<file path="config.mk">
export PLATFORM = sky130hd
export DESIGN_NAME = bus_rr_sequencer
export DESIGN_NICKNAME = d
export VERILOG_FILES = /design/src/rtl/bus_rr_sequencer_pkg.sv /design/src/rtl/bus_rr_sequencer_picker.sv /design/src/rtl/bus_rr_sequencer.sv
export SDC_FILE = /design/constraint.sdc
export NUM_CORES = 1
export LEC_CHECK = 0
export BUFFER_PORTS_ARGS = -buffer_cell sky130_fd_sc_hd__buf_2
export CAP_MARGIN = 20
export CORE_MARGIN = 2
export CORE_UTILIZATION = 53
export DETAILED_ROUTE_END_ITERATION = 16
export PLACE_DENSITY = 0.8
export REMOVE_ABC_BUFFERS = 1
export SYNTH_ARGS = -nofsm -noshare
export SYNTH_HDL_FRONTEND = slang
export SYNTH_SLANG_ARGS = --single-unit
</file>
<file path="constraint.sdc">
create_clock -name clk -period 2.6 [get_ports clk]
set_input_delay 0.52 -clock clk [delete_from_list [all_inputs] [get_ports clk]]
set_output_delay 0.52 -clock clk [all_outputs]
set_load 0.1 [all_outputs]
</file>
<file path="src/rtl/bus_rr_sequencer_pkg.sv">
// Shared types and defaults for the main-bus round-robin sequencer.
package bus_rr_sequencer_pkg;

  localparam int NUM_MASTERS             = 4;
  localparam int DEFAULT_CLK_MAX_TIMEOUT = 12;

  typedef enum logic [2:0] {
    IDLE,
    GRANT,
    STROBE,
    RELEASE,
    ERROR
  } arb_state_t;

endpackage

</file>
<file path="src/rtl/bus_rr_sequencer_picker.sv">
// rr_priority_picker: combinational round-robin pick, searching from index last+1
// upward (wrapping) and returning the first requester as one-hot, index and valid.
module rr_priority_picker #(
  parameter int N  = 4,
  parameter int IW = $clog2(N)
) (
  input  logic [N-1:0]  req,
  input  logic [IW-1:0] last,
  output logic [N-1:0]  gnt,
  output logic [IW-1:0] idx,
  output logic          valid
);

  int cand;

  always_comb begin
    // NOTE: every combinational output gets a default first so no path infers a latch.
    gnt   = '0;
    idx   = '0;
    valid = 1'b0;
    cand  = 0;
    for (int k = 1; k <= N; k++) begin
      cand = (int'(last) + k) % N;
      if (!valid && req[IW'(cand)]) begin
        valid = 1'b1;
        idx   = IW'(cand);
      end
    end
    if (valid) gnt[idx] = 1'b1;
  end

endmodule

</file>
<file path="src/rtl/bus_rr_sequencer.sv">
// Round-robin arbiter and transaction sequencer for the 16-bit main bus.
// Build option BUS_RR_STICKY_ERROR_EN turns error_o into a flag held until reset.
module bus_rr_sequencer #(
  parameter int NUM_MASTERS     = bus_rr_sequencer_pkg::NUM_MASTERS,
  parameter int CLK_MAX_TIMEOUT = bus_rr_sequencer_pkg::DEFAULT_CLK_MAX_TIMEOUT,
  parameter int STROBE_CYCLES   = 1
) (
  input  logic                   clk,
  input  logic                   reset_n,
  input  logic [NUM_MASTERS-1:0] barq_i,
  input  logic                   address_valid_i,
  output logic [NUM_MASTERS-1:0] bagd_o,
  output logic                   target_ready_o,
  output logic                   data_strobe_o,
  output logic                   error_o,
  output logic                   busy_o
);
  import bus_rr_sequencer_pkg::*;

  localparam int LW = $clog2(NUM_MASTERS);
  localparam int CW = $clog2(CLK_MAX_TIMEOUT + 1);
  // GRANT lasts CLK_MAX_TIMEOUT+1 cycles before the timeout fires.
  localparam logic [CW-1:0] TIMEOUT_TERM = CW'(CLK_MAX_TIMEOUT);
  localparam logic [CW-1:0] STROBE_TERM  = CW'(STROBE_CYCLES - 1);

  arb_state_t             state, state_n;
  logic [CW-1:0]          cnt, cnt_n;
  logic [LW-1:0]          last_grant, last_n;
  logic [NUM_MASTERS-1:0] win_n;
  logic [NUM_MASTERS-1:0] pick_gnt;
  logic [LW-1:0]          pick_idx;
  logic                   pick_valid;
  logic                   on_bus_n;

  rr_priority_picker #(.N(NUM_MASTERS), .IW(LW)) u_picker (
    .req   (barq_i),
    .last  (last_grant),
    .gnt   (pick_gnt),
    .idx   (pick_idx),
    .valid (pick_valid)
  );

  // One counter serves as the decode timeout in GRANT and the strobe width in STROBE.
  always_comb begin
    state_n = state;
    cnt_n   = cnt;
    last_n  = last_grant;
    win_n   = bagd_o;
    unique case (state)
      IDLE: if (pick_valid) begin
        state_n = GRANT;
        win_n   = pick_gnt;
        last_n  = pick_idx;
        cnt_n   = '0;
      end
      GRANT: begin
        cnt_n = cnt + 1'b1;
        if ((barq_i & bagd_o) == '0) begin
          state_n = RELEASE;
        end else if (address_valid_i) begin
          state_n = STROBE;
          cnt_n   = '0;
        end else if (cnt == TIMEOUT_TERM) begin
          state_n = ERROR;
        end
      end
      STROBE: begin
        cnt_n = cnt + 1'b1;
        if (cnt == STROBE_TERM) state_n = RELEASE;
      end
      RELEASE: state_n = IDLE;
      ERROR:   state_n = IDLE;
      default: state_n = IDLE;
    endcase
  end

  assign on_bus_n = (state_n == GRANT) || (state_n == STROBE);

  // Outputs are registered from the next state so they line up with the state register.
  always_ff @(posedge clk or negedge reset_n) begin
    if (!reset_n) begin
      state          <= IDLE;
      cnt            <= '0;
      last_grant     <= LW'(NUM_MASTERS - 1);
      bagd_o         <= '0;
      target_ready_o <= 1'b0;
      data_strobe_o  <= 1'b0;
      error_o        <= 1'b0;
      busy_o         <= 1'b0;
    end else begin
      // NOTE: sequential state uses non-blocking assignments so every register samples pre-edge values.
      state          <= state_n;
      cnt            <= cnt_n;
      last_grant     <= last_n;
      bagd_o         <= on_bus_n ? win_n : '0;
      target_ready_o <= on_bus_n;
      data_strobe_o  <= (state_n == STROBE);
      busy_o         <= (state_n != IDLE);
`ifdef BUS_RR_STICKY_ERROR_EN
      error_o        <= error_o | (state_n == ERROR);
`else
      error_o        <= (state_n == ERROR);
`endif
    end
  end

endmodule
</file>
==> impl_metrics.toml, run 1 <==
[layout]
drive_gt1_frac = 0.274
area.sequential_um2 = 428
syn2layout_area_growth_pct = 12.8
nFillCells = 148
diodes = 0
total_nets_final = 116
multi_input_gate_area_um2 = 468

[logic_synthesis]
avgSynthCellArea_um2 = 10.3
syn-cell-area_um2 = 920
yosysWarningCount = 0
netlist.area_leader.share = 0.408
synthesis.instances = 89
netlist.top_cell.by_area = "sky130_fd_sc_hd__dfrtp_1"
postSynthRegisterBits = 17
synth.lib_cells_used.distinct = 36
yosysSeqAreaShare = 0.465
netlist_top_cells_area = "sky130_fd_sc_hd__dfrtp_1 41%, sky130_fd_sc_hd__dfstp_2 5.7%, sky130_fd_sc_hd__a21oi_1 5.4%"

[placement]
port-buffer-count = 14
dpl.hpwl_mm = 1.36
global_placement_routability_congestion = 0.807

[detailed_routing]
total_number_of_vias = 723
post_dr_vias_cell = 5.88
drt_iter0_drc = 11
wirelength_mm = 1.78
antenna_left = 0
detail_route.first_pass.iterations = 4
detail_route.drc_violations = 0
drt-wirelength-per-cell_um = 14.5

[setup_path]
worstReg2RegStart = "cnt[0]$_DFFE_PN0P_"
crit_path_max_incr_delay_ns = 0.46
worst_endpoint_required_time_ns = 2.77
regToRegSetupSlack_ns = 0.56
cp-end-kind = "flip-flop"
cpMaxStageDelayCell = "sky130_fd_sc_hd__or4b_1"
r2r.worst_path.cells = 6
critical_path_peak_fanout = 5
critical_path.reg2reg.endpoint = "bagd_o[1]$_DFFE_PN0P_"
cp_cell_sequence = "inv_1 > ha_1 > or4b_1 > o221ai_2 > mux2i_1 > nor2_1"
worst_setup_path_endpoint = "bagd_o[1]$_DFFE_PN0P_"
setup.worst_path.class = "reg2reg"
crit_arrival_ns = 2.21
source_of_the_critical_timing_path = "cnt[0]$_DFFE_PN0P_"
start_kind = "flip-flop"

[timing]
timing.final.hold_violations = 0
setup_tns_ns = 0
rsz_0062_raised_after_global_routing = "false"
maxClockFrequency_mhz = 490
number_of_setup_violations_in_the_final_report = 0
final.setup_skew_ns = 0.00329
timing.final.max_slew_violations = 0
transition_at_the_pin_with_the_smallest_max_transition_slack_ns = 0.488
min_period_over_period = 0.785
period_minus_slack_ns = 2.04
max-slew-margin-rel = 0.677

[grt]
wire_length_of_the_first_global_routing_pass_mm = 2.86
global_route_usage_over_all_layers = 0.196
vias_in_the_first_global_route = 652
initial_antenna_violation_count = 0
overflow = 0
grt_start_max_net_pins = 18

[cts]
cts.hold.buffers_added = 0
post_cts.repair.setup_buffers = 0
clkLatencyLatePin_ns = 0.29
tritoncts_num_sinks = 17
tritoncts = "built"
cts.path.max_buffers = 2
clk_pin_slew_ns = 0.10
htreeDepth = 1
postCtsResizedCells = 0
numCtsBuffers = 3
cts_root_buffer = "sky130_fd_sc_hd__clkbuf_4"

[outcome]
status = "finished, final reports clean"

[floorplan]
fp-row-count = 15
floorplan.initialDensity = 0.551
die-area_um2 = 2080
die_width_um = 45.7
core_region_area_um2 = 1670
pin_count = 15
fp.dieH_um = 45.7

[min_path]
hp-class = "in2async"

[job]
cap_viol_max_count = 0
[cell usage after synthesis, drive strengths merged]
cell and n:
dfrtp 15, ha 2, nor2 5, dfstp 2, and3 1, nand2b 7
and2b 1, a22oi 2, nand3 2, a2111o 1, mux2 1, a21oi 10
a31oi 4, nor3 1, mux2i 3, nand3b 1, o221ai 2, a21o 1
o41ai 1, nand2 8, a2bb2oi 1, o21ai 2, or4b 1, or3 1
and4 2, buf 1, a32oi 1, or2b 1, a31o 1, clkbuf 1
nor2b 1, o2bb2ai 1, a41oi 1, inv 4
[critical path, delay by kind of cell, from the launching register on]
family	cells	cell delay, ns
muxes	1	0.42
AOI/OAI and AO/OA	1	0.25
adders and majority gates	1	0.17
buffers and inverters	1	0.10
DFF	1	0.42
and+or+nand+nor	2	0.56
[flip-flops by register name (all words and copies together), names as in the netlist]
register and flops:
busy_o 1, error_o 1, bagd_o 4, cnt 4
data_strobe_o 1, state 3, last_grant 2, target_ready_o 1
[worst min-delay path by stage]
| stage | slack, ns | to | startpoint | cells after the start |
|---|---|---|---|---|
| after floorplan | 0.22 | bagd_o[0]$_DFFE_PN0P_ | reset_n | 0 |
| after global placement | 0.45 | busy_o$_DFF_PN0_ | reset_n | 1 |
| after detailed placement | 0.46 | busy_o$_DFF_PN0_ | reset_n | 1 |
| after CTS | 0.14 | busy_o$_DFF_PN0_ | reset_n | 1 |
| after global routing | 0.16 | bagd_o[2]$_DFFE_PN0P_ | reset_n | 1 |
| final | 0.13 | cnt[1]$_DFFE_PN0P_ | reset_n | 1 |
[logic make-up (layout without fill, tap and decap cells)]
family | after synthesis | in the layout | share of synthesized area
muxes | 4 | 4 | 0.0449
DFF | 17 | 17 | 0.465
AOI/OAI and AO/OA | 28 | 28 | 0.241
buffers and inverters | 6 | 23 | 0.0258
and+or+nand+nor | 32 | 32 | 0.196
adders and majority gates | 2 | 2 | 0.0272
[area by class of cell]
type	count	area share
clock buffers	3	0.0217
clock inverters	1	0.00483
inverters	4	0.0145
multi-input cells	66	0.451
flip-flops and latches	17	0.413
well taps	17	0.0205
repair buffers	15	0.0748
[routing by layer]
| layer | wire, µm | GRT usage |
|---|---|---|
| met1 | 828 | 0.259 |
| met2 | 872 | 0.313 |
| met5 | 0 | 0 |
| met4 | 26 | 0.106 |
| met3 | 57 | 0.0238 |
[cell usage in the layout (no fill, tap or decap)]
cell type	synthesis	layout
sky130_fd_sc_hd__dfrtp_1	15	15
sky130_fd_sc_hd__buf_2	1	14
sky130_fd_sc_hd__a21oi_1	10	10
sky130_fd_sc_hd__nand2_1	8	8
sky130_fd_sc_hd__nand2b_1	7	7
sky130_fd_sc_hd__nor2_1	5	5
sky130_fd_sc_hd__inv_1	4	4
sky130_fd_sc_hd__mux2i_1	3	3
sky130_fd_sc_hd__a31oi_1	3	3
sky130_fd_sc_hd__clkbuf_4	0	3
sky130_fd_sc_hd__a22oi_1	2	2
sky130_fd_sc_hd__and4_1	2	2
sky130_fd_sc_hd__nand3_1	2	2
sky130_fd_sc_hd__o21ai_0	2	2
sky130_fd_sc_hd__ha_1	2	2
sky130_fd_sc_hd__dfstp_2	2	2
sky130_fd_sc_hd__and3_2	1	1
sky130_fd_sc_hd__or2b_2	1	1
sky130_fd_sc_hd__or4b_1	1	1
sky130_fd_sc_hd__a2bb2oi_1	1	1
sky130_fd_sc_hd__nor3_1	1	1
sky130_fd_sc_hd__o41ai_4	1	1
sky130_fd_sc_hd__o221ai_2	1	1
sky130_fd_sc_hd__a21o_2	1	1
sky130_fd_sc_hd__and2b_2	1	1
sky130_fd_sc_hd__a31o_1	1	1
sky130_fd_sc_hd__a32oi_1	1	1
sky130_fd_sc_hd__o2bb2ai_1	1	1
sky130_fd_sc_hd__a31oi_2	1	1
sky130_fd_sc_hd__nor2b_1	1	1
sky130_fd_sc_hd__o221ai_1	1	1
sky130_fd_sc_hd__or3_1	1	1
sky130_fd_sc_hd__nand3b_1	1	1
sky130_fd_sc_hd__a41oi_1	1	1
sky130_fd_sc_hd__mux2_2	1	1
sky130_fd_sc_hd__a2111o_1	1	1
sky130_fd_sc_hd__clkinv_2	0	1
sky130_fd_sc_hd__buf_4	0	1
[through the flow]
step | cells | hold slack (ns) | util | setup WS (ns) | instance area, µm²
floorplan | 87 | 0.224 | - | 0.519 | 911
global placement | 119 | 0.451 | 0.604 | 0.669 | 1010
detailed placement | 119 | 0.461 | 0.604 | 0.566 | 1010
CTS | 123 | 0.135 | 0.621 | 0.535 | 1040
global route | 123 | 0.155 | 0.621 | 0.423 | 1040
finish | 123 | 0.127 | 0.621 | 0.558 | 1040
Power of run 1 is left out: the tool's default activity adds up to more than one toggle a clock period on the data nets, which glitch-free logic cannot reach.
==> inputs of run 2 (changes only) <==
clock period = 2 ns   (was 2.6 ns; I/O delays follow)
==> run 2 against run 1 <==
  * Via count rose by 3.6%
  * Non-clock buffer count rose by 3
  * Global-route usage increased by 1.3 points
  * Sequential cell count stayed put
==> impl_metrics.toml, run 2 (synthesized netlist as in run 1, its figures left out) <==
[cts]
cts.path.max_buffers = 2
tritoncts_num_sinks = 17
tritoncts = "built"
numCtsBuffers = 3
cts_root_buffer = "sky130_fd_sc_hd__clkbuf_4"
cts.hold.buffers_added = 0
htreeDepth = 1
clkLatencyLatePin_ns = 0.28
clk_pin_slew_ns = 0.10

[detailed_routing]
detail_route.drc_violations = 0
drt_iter0_drc = 23
drt-wirelength-per-cell_um = 15.8
post_dr_vias_cell = 5.94
detail_route.first_pass.iterations = 4
wirelength_mm = 1.99
total_number_of_vias = 749
antenna_left = 0

[floorplan]
pin_count = 15
floorplan.initialDensity = 0.551
die-area_um2 = 2080
fp.dieH_um = 45.7
die_width_um = 45.7
core_region_area_um2 = 1670
fp-row-count = 15

[timing]
maxClockFrequency_mhz = 517
transition_at_the_pin_with_the_smallest_max_transition_slack_ns = 0.488
final.setup_skew_ns = 0.00691
timing.final.max_slew_violations = 0
period_minus_slack_ns = 1.93
number_of_setup_violations_in_the_final_report = 0
max-slew-margin-rel = 0.677
min_period_over_period = 0.967
timing.final.hold_violations = 0

[grt]
overflow = 0
vias_in_the_first_global_route = 703
wire_length_of_the_first_global_routing_pass_mm = 3.06
global_route_usage_over_all_layers = 0.209
grt_start_max_net_pins = 18
initial_antenna_violation_count = 0

[setup_path]
critical_path.reg2reg.endpoint = "bagd_o[0]$_DFFE_PN0P_"
critPathTopFamily = "simple AND/OR/NAND/NOR gates"
worst-path-buf-inv = 1
worstReg2RegStart = "cnt[0]$_DFFE_PN0P_"
start_kind = "flip-flop"
cpMaxStageDelayCell = "sky130_fd_sc_hd__or4b_4"
r2r.worst_path.cells = 6
critical_path_peak_fanout = 5
worst_endpoint_required_time_ns = 2.16
setup.worst_path.class = "reg2reg"
cp_cell_sequence = "inv_1 > ha_2 > or4b_4 > o221ai_4 > mux2i_4 > a21oi_1"
crit_path_max_incr_delay_ns = 0.47
regToRegSetupSlack_ns = 0.07
crit_arrival_ns = 2.09
cp-end-kind = "flip-flop"

[layout]
reg_top3 = "bagd_o x4, cnt x4, state x3"
total_nets_final = 119
finalInstanceArea_um2 = 1090
syn2layout_area_growth_pct = 18.6
mostFrequentLayoutCells = "15 x sky130_fd_sc_hd__dfrtp_1, 14 x sky130_fd_sc_hd__buf_2, 10 x sky130_fd_sc_hd__a21oi_1"
drive_gt1_frac = 0.330
diodes = 0
layout.cells.most_common = "sky130_fd_sc_hd__dfrtp_1"

[job]
cap_viol_max_count = 0

[outcome]
status = "finished, final reports clean"

[placement]
dpl_cell_area_um2 = 1010
port-buffer-count = 14
global_placement_routability_congestion = 0.796
dpl.hpwl_mm = 1.47

[min_path]
hp-class = "in2async"
run 2: changes by cell type in the layout (fill, tap and decap cells not counted), sizes merged:
cell | before | now
buf | 15 | 18
clkbuf | 3 | 4
clkinv | 1 | 0
run 2: what timing repair did:
item | in CTS | in global routing
pin swaps | 1 | 1
gates resized for setup | 1 | 6
setup buffers | 2 | 1
setup endpoints to repair | 5 | 9
run 2: routing by layer:
layer,part of all wire,GRT usage,vias up
li1,-,-,371
met1,0.42,0.231,367
met2,0.54,0.389,9
met3,0.021,0.0278,2
met4,0.014,0.0941,0
met5,0,0,-
run 2: metrics by stage:
stage / worst slack (ns) / setup TNS [ns] / hold WS, ns / utilization / cells
after detailed placement: -0.102 / -0.358 / 0.340 / 0.604 / 119
after global placement: 0.0728 / 0 / 0.331 / 0.604 / 119
after CTS: 0.000823 / 0 / 0.0338 / 0.631 / 125
after floorplan: -0.0805 / -0.393 / 0.104 / - / 87
final: 0.0662 / 0 / 0.0291 / 0.653 / 126
after global routing: -0.0129 / -0.0317 / 0.0599 / 0.653 / 126
run 2: worst max-delay path by stage:
stage,start,endpoint,slack [ns],depth (start not counted)
2_1_floorplan,bagd_o[0]$_DFFE_PN0P_,bagd_o[1]$_DFFE_PN0P_,-0.08,5
3_3_place_gp,cnt[0]$_DFFE_PN0P_,bagd_o[2]$_DFFE_PN0P_,0.07,6
3_5_place_dp,cnt[0]$_DFFE_PN0P_,bagd_o[1]$_DFFE_PN0P_,-0.10,6
4_1_cts,cnt[0]$_DFFE_PN0P_,bagd_o[1]$_DFFE_PN0P_,0.0008,6
5_1_grt,cnt[0]$_DFFE_PN0P_,bagd_o[2]$_DFFE_PN0P_,-0.01,6
6_report,cnt[0]$_DFFE_PN0P_,bagd_o[0]$_DFFE_PN0P_,0.07,6
run 2: final cells by class:
class | instances | area [µm²]
clock buffers | 4 | 26.3
repair buffers | 18 | 100
well taps | 17 | 21.3
flip-flops and latches | 17 | 428
fillers | 134 | 579
multi-input cells | 66 | 500
inverters | 4 | 15.0
run 2: worst reg2reg max path, stage by stage, from the launching register on:
cell and delay [ns]:
sky130_fd_sc_hd__dfrtp_1 0.39, sky130_fd_sc_hd__inv_1 0.09, sky130_fd_sc_hd__ha_2 0.19, sky130_fd_sc_hd__or4b_4 0.47, sky130_fd_sc_hd__o221ai_4 0.26, sky130_fd_sc_hd__mux2i_4 0.34, sky130_fd_sc_hd__a21oi_1 0.07
Power of run 2 is left out for the same reason.
==> inputs of run 3 (changes only) <==
CORE_MARGIN = 4   (was 2)
CTS_CLUSTER_DIAMETER = 50   (was not set)
==> run 3 against run 2 <==
  * Utilization up 3.4 points
  * Via count grew 0.13%
  * Clock-buffer cell count down 1
  * Critical path type unchanged
  * Critical endpoint is now bagd_o[1]$_DFFE_PN0P_
  * Largest cell class unchanged
==> impl_metrics.toml, run 3 (synthesized netlist as in run 1, its figures left out) <==
[cts]
cts.path.max_buffers = 2
htreeDepth = 1
clk_pin_slew_ns = 0.10
tritoncts = "built"
tritoncts_num_sinks = 17
numCtsBuffers = 3
clkLatencyLatePin_ns = 0.29
cts_root_buffer = "sky130_fd_sc_hd__clkbuf_4"

[detailed_routing]
antenna_left = 0
drt-wirelength-per-cell_um = 14.9
detail_route.drc_violations = 0
post_dr_vias_cell = 5.95
drt_iter0_drc = 14
detail_route.first_pass.iterations = 4
total_number_of_vias = 750
wirelength_mm = 1.87

[timing]
min_period_over_period = 0.965
final.hold.worst_slack_ns = 0.00350
transition_at_the_pin_with_the_smallest_max_transition_slack_ns = 0.491
maxClockFrequency_mhz = 518
number_of_setup_violations_in_the_final_report = 0
max-slew-margin-rel = 0.675
final.setup_skew_ns = 0.00691
period_minus_slack_ns = 1.93
timing.final.max_slew_violations = 0
timing.final.hold_violations = 0

[layout]
diodes = 0
drive_gt1_frac = 0.318
layout.cells.most_common = "sky130_fd_sc_hd__dfrtp_1"
nFillCells = 122
reg_top3 = "bagd_o x4, cnt x4, state x3"
mostFrequentLayoutCells = "15 x sky130_fd_sc_hd__dfrtp_1, 14 x sky130_fd_sc_hd__buf_2, 10 x sky130_fd_sc_hd__a21oi_1"
syn2layout_area_growth_pct = 17.8
total_nets_final = 120

[floorplan]
floorplan.initialDensity = 0.583
pin_count = 15
fp-row-count = 14
die-area_um2 = 2470
fp.dieH_um = 49.7
die_width_um = 49.7
core_region_area_um2 = 1580

[setup_path]
worst_endpoint_required_time_ns = 2.19
setup.worst_path.class = "reg2reg"
start_kind = "flip-flop"
cpMaxStageDelayCell = "sky130_fd_sc_hd__or4b_4"
worst-path-buf-inv = 2
critPathTopFamily = "simple AND/OR/NAND/NOR gates"
crit_arrival_ns = 2.12
cp_cell_sequence = "inv_1 > ha_2 > or4b_4 > o221ai_4 > mux2i_1 > buf_4 > nor2_1"
critical_path_peak_fanout = 5
crit_path_max_incr_delay_ns = 0.47
cp-end-kind = "flip-flop"

[placement]
global_placement_routability_congestion = 0.789
dpl.hpwl_mm = 1.37
port-buffer-count = 14

[outcome]
status = "finished, final reports clean"

[grt]
grt_start_max_net_pins = 18
initial_antenna_violation_count = 0
wire_length_of_the_first_global_routing_pass_mm = 3.12
vias_in_the_first_global_route = 689
overflow = 0
global_route_usage_over_all_layers = 0.164

[job]
cap_viol_max_count = 0

[min_path]
hp-class = "in2async"
[run 3: layout make-up]
type | instances | area [µm²] | share of cell area
Sequential cell | 17 | 428 | 0.395
Timing Repair Buffer | 19 | 108 | 0.0993
Inverter | 4 | 15.0 | 0.0139
Clock inverter | 1 | 5.00 | 0.00462
Tap cell | 16 | 20.0 | 0.0185
Multi-Input combinational cell | 66 | 485 | 0.448
Clock buffer | 3 | 22.5 | 0.0208
[run 3: worst paths after layout]
path / start / end / slack (ns) / cells after the start
setup / recovery: cnt[0]$_DFFE_PN0P_ / bagd_o[1]$_DFFE_PN0P_ / 0.07 / 7
hold / removal: reset_n / state[1]$_DFF_PN0_ / 0.003 / 1
setup reg to reg: cnt[0]$_DFFE_PN0P_ / bagd_o[1]$_DFFE_PN0P_ / 0.07 / 7
hold reg to reg: last_grant[0]$_DFFE_PN1P_ / last_grant[0]$_DFFE_PN1P_ / 0.54 / 2
max in group asynchronous: reset_n / last_grant[0]$_DFFE_PN1P_ / 1.69 / 1
min in group clk: address_valid_i / error_o$_DFF_PN0_ / 0.50 / 3
[run 3: what timing repair did]
action                                  4_1_cts  5_1_grt
endpoints found under the setup margin        0        8
hold buffers                                  0        0
buffers inserted                              0        3
gates resized for setup                       0        4
[run 3: layer usage]
| layer | track usage | part of all wire | vias to the layer above |
|---|---|---|---|
| met5 | 0 | 0 | - |
| met4 | 0.0553 | 0.014 | 0 |
| met3 | 0.0542 | 0.045 | 4 |
| met2 | 0.238 | 0.48 | 13 |
| met1 | 0.228 | 0.46 | 361 |
| li1 | - | - | 372 |
[run 3: through the flow]
step,worst slack [ns],area (µm²),std cells,util,setup TNS [ns]
5_1_grt,-0.0145,1080,126,0.687,-0.0560
2_1_floorplan,-0.0805,911,87,-,-0.393
3_3_place_gp,0.164,1020,119,0.644,0
6_report,0.0691,1080,126,0.687,0
4_1_cts,0.0701,1040,123,0.662,0
3_5_place_dp,0.106,1020,119,0.644,0
Power of run 3 is left out for the same reason.
